<file path="src/rtl/ex_mdu.sv">
// EX-stage multiply/divide unit with the HI/LO registers. It runs a 32-step
// radix-2 iteration on operand magnitudes, then applies a sign fix-up step.
module ex_mdu (
  input  logic        i_clk,
  input  logic        i_rst_n,
  input  logic        i_start,
  input  logic [1:0]  i_op,
  input  logic [31:0] i_rs,
  input  logic [31:0] i_rt,
  input  logic        i_hi_we,
  input  logic        i_lo_we,
  input  logic [31:0] i_wdata,
  input  logic        i_flush,
  output logic [31:0] o_hi,
  output logic [31:0] o_lo,
  output logic        o_busy,
  output logic        o_done
);

  localparam logic [1:0] ST_IDLE = 2'd0;
  localparam logic [1:0] ST_CALC = 2'd1;
  localparam logic [1:0] ST_FIX  = 2'd2;

  localparam logic [5:0] LAST_ITER = 6'd31;

  logic [1:0]  state_q, state_d;
  logic [5:0]  cnt_q, cnt_d;
  logic        is_div_q, is_div_d;
  logic        neg_lo_q, neg_lo_d;   // product sign, or quotient sign
  logic        neg_hi_q, neg_hi_d;   // remainder sign (dividend sign)
  logic        div0_q, div0_d;
  logic [31:0] b_q, b_d;             // multiplicand or divisor magnitude
  logic [63:0] acc_q, acc_d;         // {partial product} or {remainder, quotient}
  logic [31:0] hi_q, hi_d;
  logic [31:0] lo_q, lo_d;
  logic        done_q, done_d;

  // Operand decode for the start cycle.
  logic        op_div, op_signed;
  logic        rs_neg, rt_neg;
  logic [31:0] rs_mag, rt_mag;

  always_comb begin
    op_div    = i_op[1];
    op_signed = i_op[0];
    rs_neg    = op_signed & i_rs[31];
    rt_neg    = op_signed & i_rt[31];
    // The magnitude of 0x80000000 wraps to itself, which is its correct
    // unsigned value.
    rs_mag    = rs_neg ? (32'd0 - i_rs) : i_rs;
    rt_mag    = rt_neg ? (32'd0 - i_rt) : i_rt;
  end

  // One shift-add multiply step: add the multiplicand on the LSB, then shift
  // the 65-bit {carry, acc} right by one.
  logic [32:0] mul_sum;
  logic [63:0] mul_next;

  always_comb begin
    mul_sum  = {1'b0, acc_q[63:32]} + (acc_q[0] ? {1'b0, b_q} : 33'd0);
    mul_next = {mul_sum, acc_q[31:1]};
  end

  // One restoring divide step. The shifted partial remainder can be 33 bits
  // wide; after a successful subtract it is below the divisor, so 32 bits hold it.
  logic [32:0] div_rem;
  logic        div_ok;
  logic [31:0] div_sub;
  logic [63:0] div_next;

  always_comb begin
    div_rem  = {acc_q[63:32], acc_q[31]};
    div_ok   = (div_rem >= {1'b0, b_q});
    div_sub  = div_rem[31:0] - b_q;
    div_next = {div_ok ? div_sub : div_rem[31:0], acc_q[30:0], div_ok};
  end

  // Sign correction applied in FIX.
  logic [63:0] prod_fix;
  logic [31:0] quo_fix, rem_fix;

  always_comb begin
    prod_fix = neg_lo_q ? (64'd0 - acc_q) : acc_q;
    quo_fix  = div0_q ? 32'hFFFF_FFFF
                      : (neg_lo_q ? (32'd0 - acc_q[31:0]) : acc_q[31:0]);
    rem_fix  = neg_hi_q ? (32'd0 - acc_q[63:32]) : acc_q[63:32];
  end

  always_comb begin
    // NOTE: every *_d gets its hold value first, so a branch that skips an
    // assignment cannot infer a latch.
    state_d  = state_q;
    cnt_d    = cnt_q;
    is_div_d = is_div_q;
    neg_lo_d = neg_lo_q;
    neg_hi_d = neg_hi_q;
    div0_d   = div0_q;
    b_d      = b_q;
    acc_d    = acc_q;
    hi_d     = hi_q;
    lo_d     = lo_q;
    done_d   = 1'b0;

    if (i_flush) begin
      // Abort wins over start, MTHI/MTLO and FIX completion alike.
      state_d = ST_IDLE;
    end else begin
      case (state_q)
        ST_IDLE: begin
          if (i_start) begin
            is_div_d = op_div;
            neg_lo_d = rs_neg ^ rt_neg;
            neg_hi_d = rs_neg;
            div0_d   = op_div && (i_rt == 32'd0);
            b_d      = op_div ? rt_mag : rs_mag;
            acc_d    = {32'd0, op_div ? rs_mag : rt_mag};
            cnt_d    = 6'd0;
            state_d  = ST_CALC;
          end else begin
            if (i_hi_we) hi_d = i_wdata;
            if (i_lo_we) lo_d = i_wdata;
          end
        end
        ST_CALC: begin
          acc_d = is_div_q ? div_next : mul_next;
          cnt_d = cnt_q + 6'd1;
          if (cnt_q == LAST_ITER) state_d = ST_FIX;
        end
        ST_FIX: begin
          if (is_div_q) begin
            hi_d = rem_fix;
            lo_d = quo_fix;
          end else begin
            hi_d = prod_fix[63:32];
            lo_d = prod_fix[31:0];
          end
          done_d  = 1'b1;
          state_d = ST_IDLE;
        end
        default: state_d = ST_IDLE;
      endcase
    end
  end

  // NOTE: the datapath registers are reset along with the control state so
  // that no X from an unreset operand can ever reach HI/LO.
  always_ff @(posedge i_clk or negedge i_rst_n) begin
    if (!i_rst_n) begin
      state_q  <= ST_IDLE;
      cnt_q    <= 6'd0;
      is_div_q <= 1'b0;
      neg_lo_q <= 1'b0;
      neg_hi_q <= 1'b0;
      div0_q   <= 1'b0;
      b_q      <= 32'd0;
      acc_q    <= 64'd0;
      hi_q     <= 32'd0;
      lo_q     <= 32'd0;
      done_q   <= 1'b0;
    end else begin
      // NOTE: non-blocking assignments keep every flop sampling the
      // pre-edge values regardless of statement order.
      state_q  <= state_d;
      cnt_q    <= cnt_d;
      is_div_q <= is_div_d;
      neg_lo_q <= neg_lo_d;
      neg_hi_q <= neg_hi_d;
      div0_q   <= div0_d;
      b_q      <= b_d;
      acc_q    <= acc_d;
      hi_q     <= hi_d;
      lo_q     <= lo_d;
      done_q   <= done_d;
    end
  end

  assign o_hi   = hi_q;
  assign o_lo   = lo_q;
  assign o_busy = (state_q != ST_IDLE);
  assign o_done = done_q;

endmodule

</file>
<file path="config.mk">
export PLATFORM = sky130hd
export DESIGN_NAME = ex_mdu
export DESIGN_NICKNAME = d
export VERILOG_FILES = /design/src/rtl/ex_mdu.sv
export SDC_FILE = /design/constraint.sdc
export NUM_CORES = 1
export LEC_CHECK = 0
export ABC_AREA = 0
export ABC_CLOCK_PERIOD_IN_PS = 6900
export CELL_PAD_IN_SITES_DETAIL_PLACEMENT = 1
export CELL_PAD_IN_SITES_GLOBAL_PLACEMENT = 1
export CORE_UTILIZATION = 46
export CTS_CLUSTER_DIAMETER = 60
export DETAILED_ROUTE_END_ITERATION = 7
export GPL_TIMING_DRIVEN = 0
export PLACE_DENSITY_LB_ADDON = 0.25
export SYNTH_ARGS = -nofsm -noshare
export SYNTH_HDL_FRONTEND = slang
export SYNTH_SLANG_ARGS = --single-unit
</file>
<file path="constraint.sdc">
create_clock -name i_clk -period 6.9 [get_ports i_clk]
set_input_delay 0.69 -clock i_clk [delete_from_list [all_inputs] [get_ports i_clk]]
set_output_delay 0.69 -clock i_clk [all_outputs]
set_load 0.03 [all_outputs]
</file>
==> flow_summary.toml <==
[finish]
fillCellCount = 4110
register_area_um2 = 4329
multi_input_area_um2 = 10110
drive_gt1_share_pct = 4.111
fin_area_um2 = 18100
diodes = 0
area_delta_synth_final_pct = 18.66
utilization_pct = 55.48
nets = 2351
fin_cells = 2631

[critical_path]
cp-start-kind = "flop"
cp_max_fo = 10
r2r_end = "o_hi[26]"
worst_setup_path_end_kind = "flop"
rr_startpoint = "acc_q[0]"
reg2reg_depth = 12
worstSetupStartpoint = "acc_q[0]"
crit_arrival_ns = 5.13
critPathKind = "flop to flop"
rrSetupSlack_ns = 2.10
worstPathRequired_ns = 7.24
max_stage_delay_ns = 0.57
worstPathCellList = "inv_1 -> clkbuf_1 -> ha_1 -> or2b_1 -> or3b_1 -> or4_1 -> buf_2 -> nor4_4 -> a32oi_1 -> o41ai_1 -> xnor2_1 -> a221o_1"
crit_slowest_cell = "dfrtp_1"
crit_path_end = "o_hi[26]"

[clocking]
clk_pin_slew_ns = 0.07
cts-root-buf = "clkbuf_16"
cts_buffers = 17
hold_buffers = 0
h-tree-depth = 4
cts_tree = "done"
insertion_delay_ns = 0.46
cts_num_sinks = 173
postCtsSetupRepairBufs = 0
clock_path_buffers = 2
ctsResizeCount = 0

[global_routing]
grt_max_degree = 102
grt-ovfl-total = 0
track_usage_pct = 39.88
grt_pass1_vias = 17340
grt_pass1_wl_mm = 102.2
antenna_found_initial = 1

[synth]
synthMuxAreaShare_pct = 3.659
yosysUniqueCellTypes = 85
syn_area_um2 = 15250
syn-num-nets = 2162
yosys_warnings = 0
async_flop_share_pct = 100.0
syn_avg_cell_area_um2 = 7.675
synth_top_family_by_area = "compound AO/OA/AOI/OAI gates"
synth_xor_area_share_pct = 9.418
syn_inst = 1987
synth_fa_ha_area_share_pct = 5.923
synth-seq-cells = 173
synth-seq-area-share_pct = 28.39
synth_top_flop_cell = "dfrtp_1"
synth-compound-area-share_pct = 26.96
synth-edff-count = 0
yosys.area_share.simple_pct = 20.31

[pwr]
ir_drop_v = 0.0002116
p_per_area_nw_per_um2 = 332.9
p_leak_nw = 7.679

[timing]
final_max_slew_viol_count = 0
finalCritPeriodShare_pct = 69.49
fin_crit_ns = 4.795
clock_skew_ns = 0.01803
rsz0062_at_grt = "no"
setup_slack_ns = 2.105
totalNegativeSetupSlack_ns = 0
maxSlewHeadroom_pct = 12.96
fmax_ghz = 0.2085
tightest_slew_ns = 1.287
finalSetupViolCount = 0
finalHoldViolCount = 0

[detailed_routing]
wl_mm = 66.49
drtIter0Drc = 1247
drt_first_pass_iters = 5
drc = 0
avgRoutedWirePerCell_um = 25.27
ant_nets = 0
vias = 16730
vias_per_cell = 6.360

[floorplanning]
core-area_um2 = 32620
dieWidth_um = 184.1
rows = 66
die_h_um = 184.1
start_util_pct = 46.75
io_pins = 170
die-area_um2 = 33890

[placed_design]
place_area_um2 = 17520
numPortBuffers = 168
place_ws_ns = 2.212
dp_cells = 2598
gp_congestion = 0.9749
post-dp-hpwl_mm = 52.68

[run]
cap_violations = 0

[min_path]
worstHoldPathType = "primary input to asynchronous set/reset pin"

[outcome]
status = "completed"
worst max-delay path: cells and delay by family (launching register included):
family,cells,cell delay (ns)
simple gates,4,1.65
buf+inv,3,0.98
compound gates,3,0.94
flops,1,0.57
fa+ha+maj,1,0.30
xor+xnor,1,0.22
synthesized netlist by cell type (5+ instances only):
library cell	instances	share of area, %
a21oi_1	195	6.4
clkbuf_1	102	2.5
a22oi_1	15	0.74
nand3b_1	6	0.30
o21ai_0	216	7.1
nor2b_1	12	0.49
mux2_2	6	0.44
nor2_1	189	4.7
or3_2	7	0.34
nand2_1	217	5.3
o21bai_1	12	0.59
or4_1	17	0.84
ha_1	69	5.7
o22a_1	7	0.40
and3_1	14	0.57
buf_1	5	0.12
and2_1	9	0.37
a21o_1	31	1.5
a221o_1	5	0.33
o41ai_1	14	0.80
nand4_1	14	0.57
xor2_1	64	3.7
nor3_1	40	1.3
o31ai_1	32	1.6
a32oi_1	8	0.46
o211ai_1	29	1.4
buf_2	5	0.16
nand3_1	26	0.85
a211o_1	5	0.29
or2_2	14	0.57
or3_1	24	0.98
mux2i_1	49	3.2
nand2b_1	18	0.74
o22ai_1	31	1.3
o21a_1	10	0.49
a31oi_1	14	0.57
nor4_1	20	0.82
inv_1	72	1.8
dfrtp_1	173	28
a211oi_1	18	0.89
xnor2_1	100	5.7
power by group:
part           total [mW]  leakage (nW)  switching [mW]  internal, mW
sequential           1.60          2.16           0.359          1.24
combinational        3.43          5.24            2.13          1.30
clock               0.996         0.277           0.481         0.515
total                6.02          7.68            2.97          3.05
logic make-up (layout without fill, tap and decap cells):
group | Yosys count | after routing
compound gates | 677 | 677
simple gates | 651 | 651
buf+inv | 196 | 398
flops | 173 | 173
xor+xnor | 164 | 164
fa+ha+maj | 71 | 71
mux | 55 | 55
layout make-up:
type                       instances  area share, %
buffer                           122          2.966
clock buffer                      19          2.448
clock inverter                    13         0.7052
inverter                          74          1.535
multi-input combinational       1618          55.85
sequential                       173          23.92
tap                              442          3.056
timing repair buffer             170          9.514
cell usage in the layout (no fill, tap or decap), types with 69 or more instances in the layout:
master / instances
o21ai_0: 216
inv_1: 72
a21oi_1: 195
nand2_1: 217
clkdlybuf4s50_1: 167
ha_1: 69
xnor2_1: 100
nor2_1: 189
clkbuf_1: 103
dfrtp_1: 173
per-stage QoR:
stage | power, mW | hold slack [ns]
detailed placement | 4.926 | 0.4732
finish | 6.024 | 0.1768
floorplan | 3.715 | 0.3944
global route | 6.338 | 0.2217
global placement | 4.801 | 0.4653
CTS | 5.929 | 0.2090
worst min-delay path by stage:
stage                       start  endpoint  slack [ns]
after floorplan           i_rst_n  acc_q[0]        0.39
after global placement    o_lo[7]   o_lo[7]        0.47
after detailed placement  o_hi[1]   o_hi[1]        0.47
after CTS                 i_rst_n  o_hi[22]        0.21
after global routing      i_rst_n  o_hi[12]        0.22
final                     i_rst_n  o_hi[16]        0.18
flip-flops by register name, indices dropped and copies added (netlist names):
| register | count |
|---|---|
| b_q | 32 |
| acc_q | 64 |
| is_div_q | 1 |
| o_lo | 32 |
| div0_q | 1 |
| neg_lo_q | 1 |
| state_q | 2 |
| o_hi | 32 |
| neg_hi_q | 1 |
| o_done | 1 |
| cnt_q | 6 |
metal layers:
metal / track usage (%) / part of all wire, %
met4: 23.43 / 5.8
met1: 50.50 / 42
met5: 0 / 0
met2: 64.92 / 46
met3: 5.329 / 5.9
Note: power is estimated with default switching activity, not from simulation.
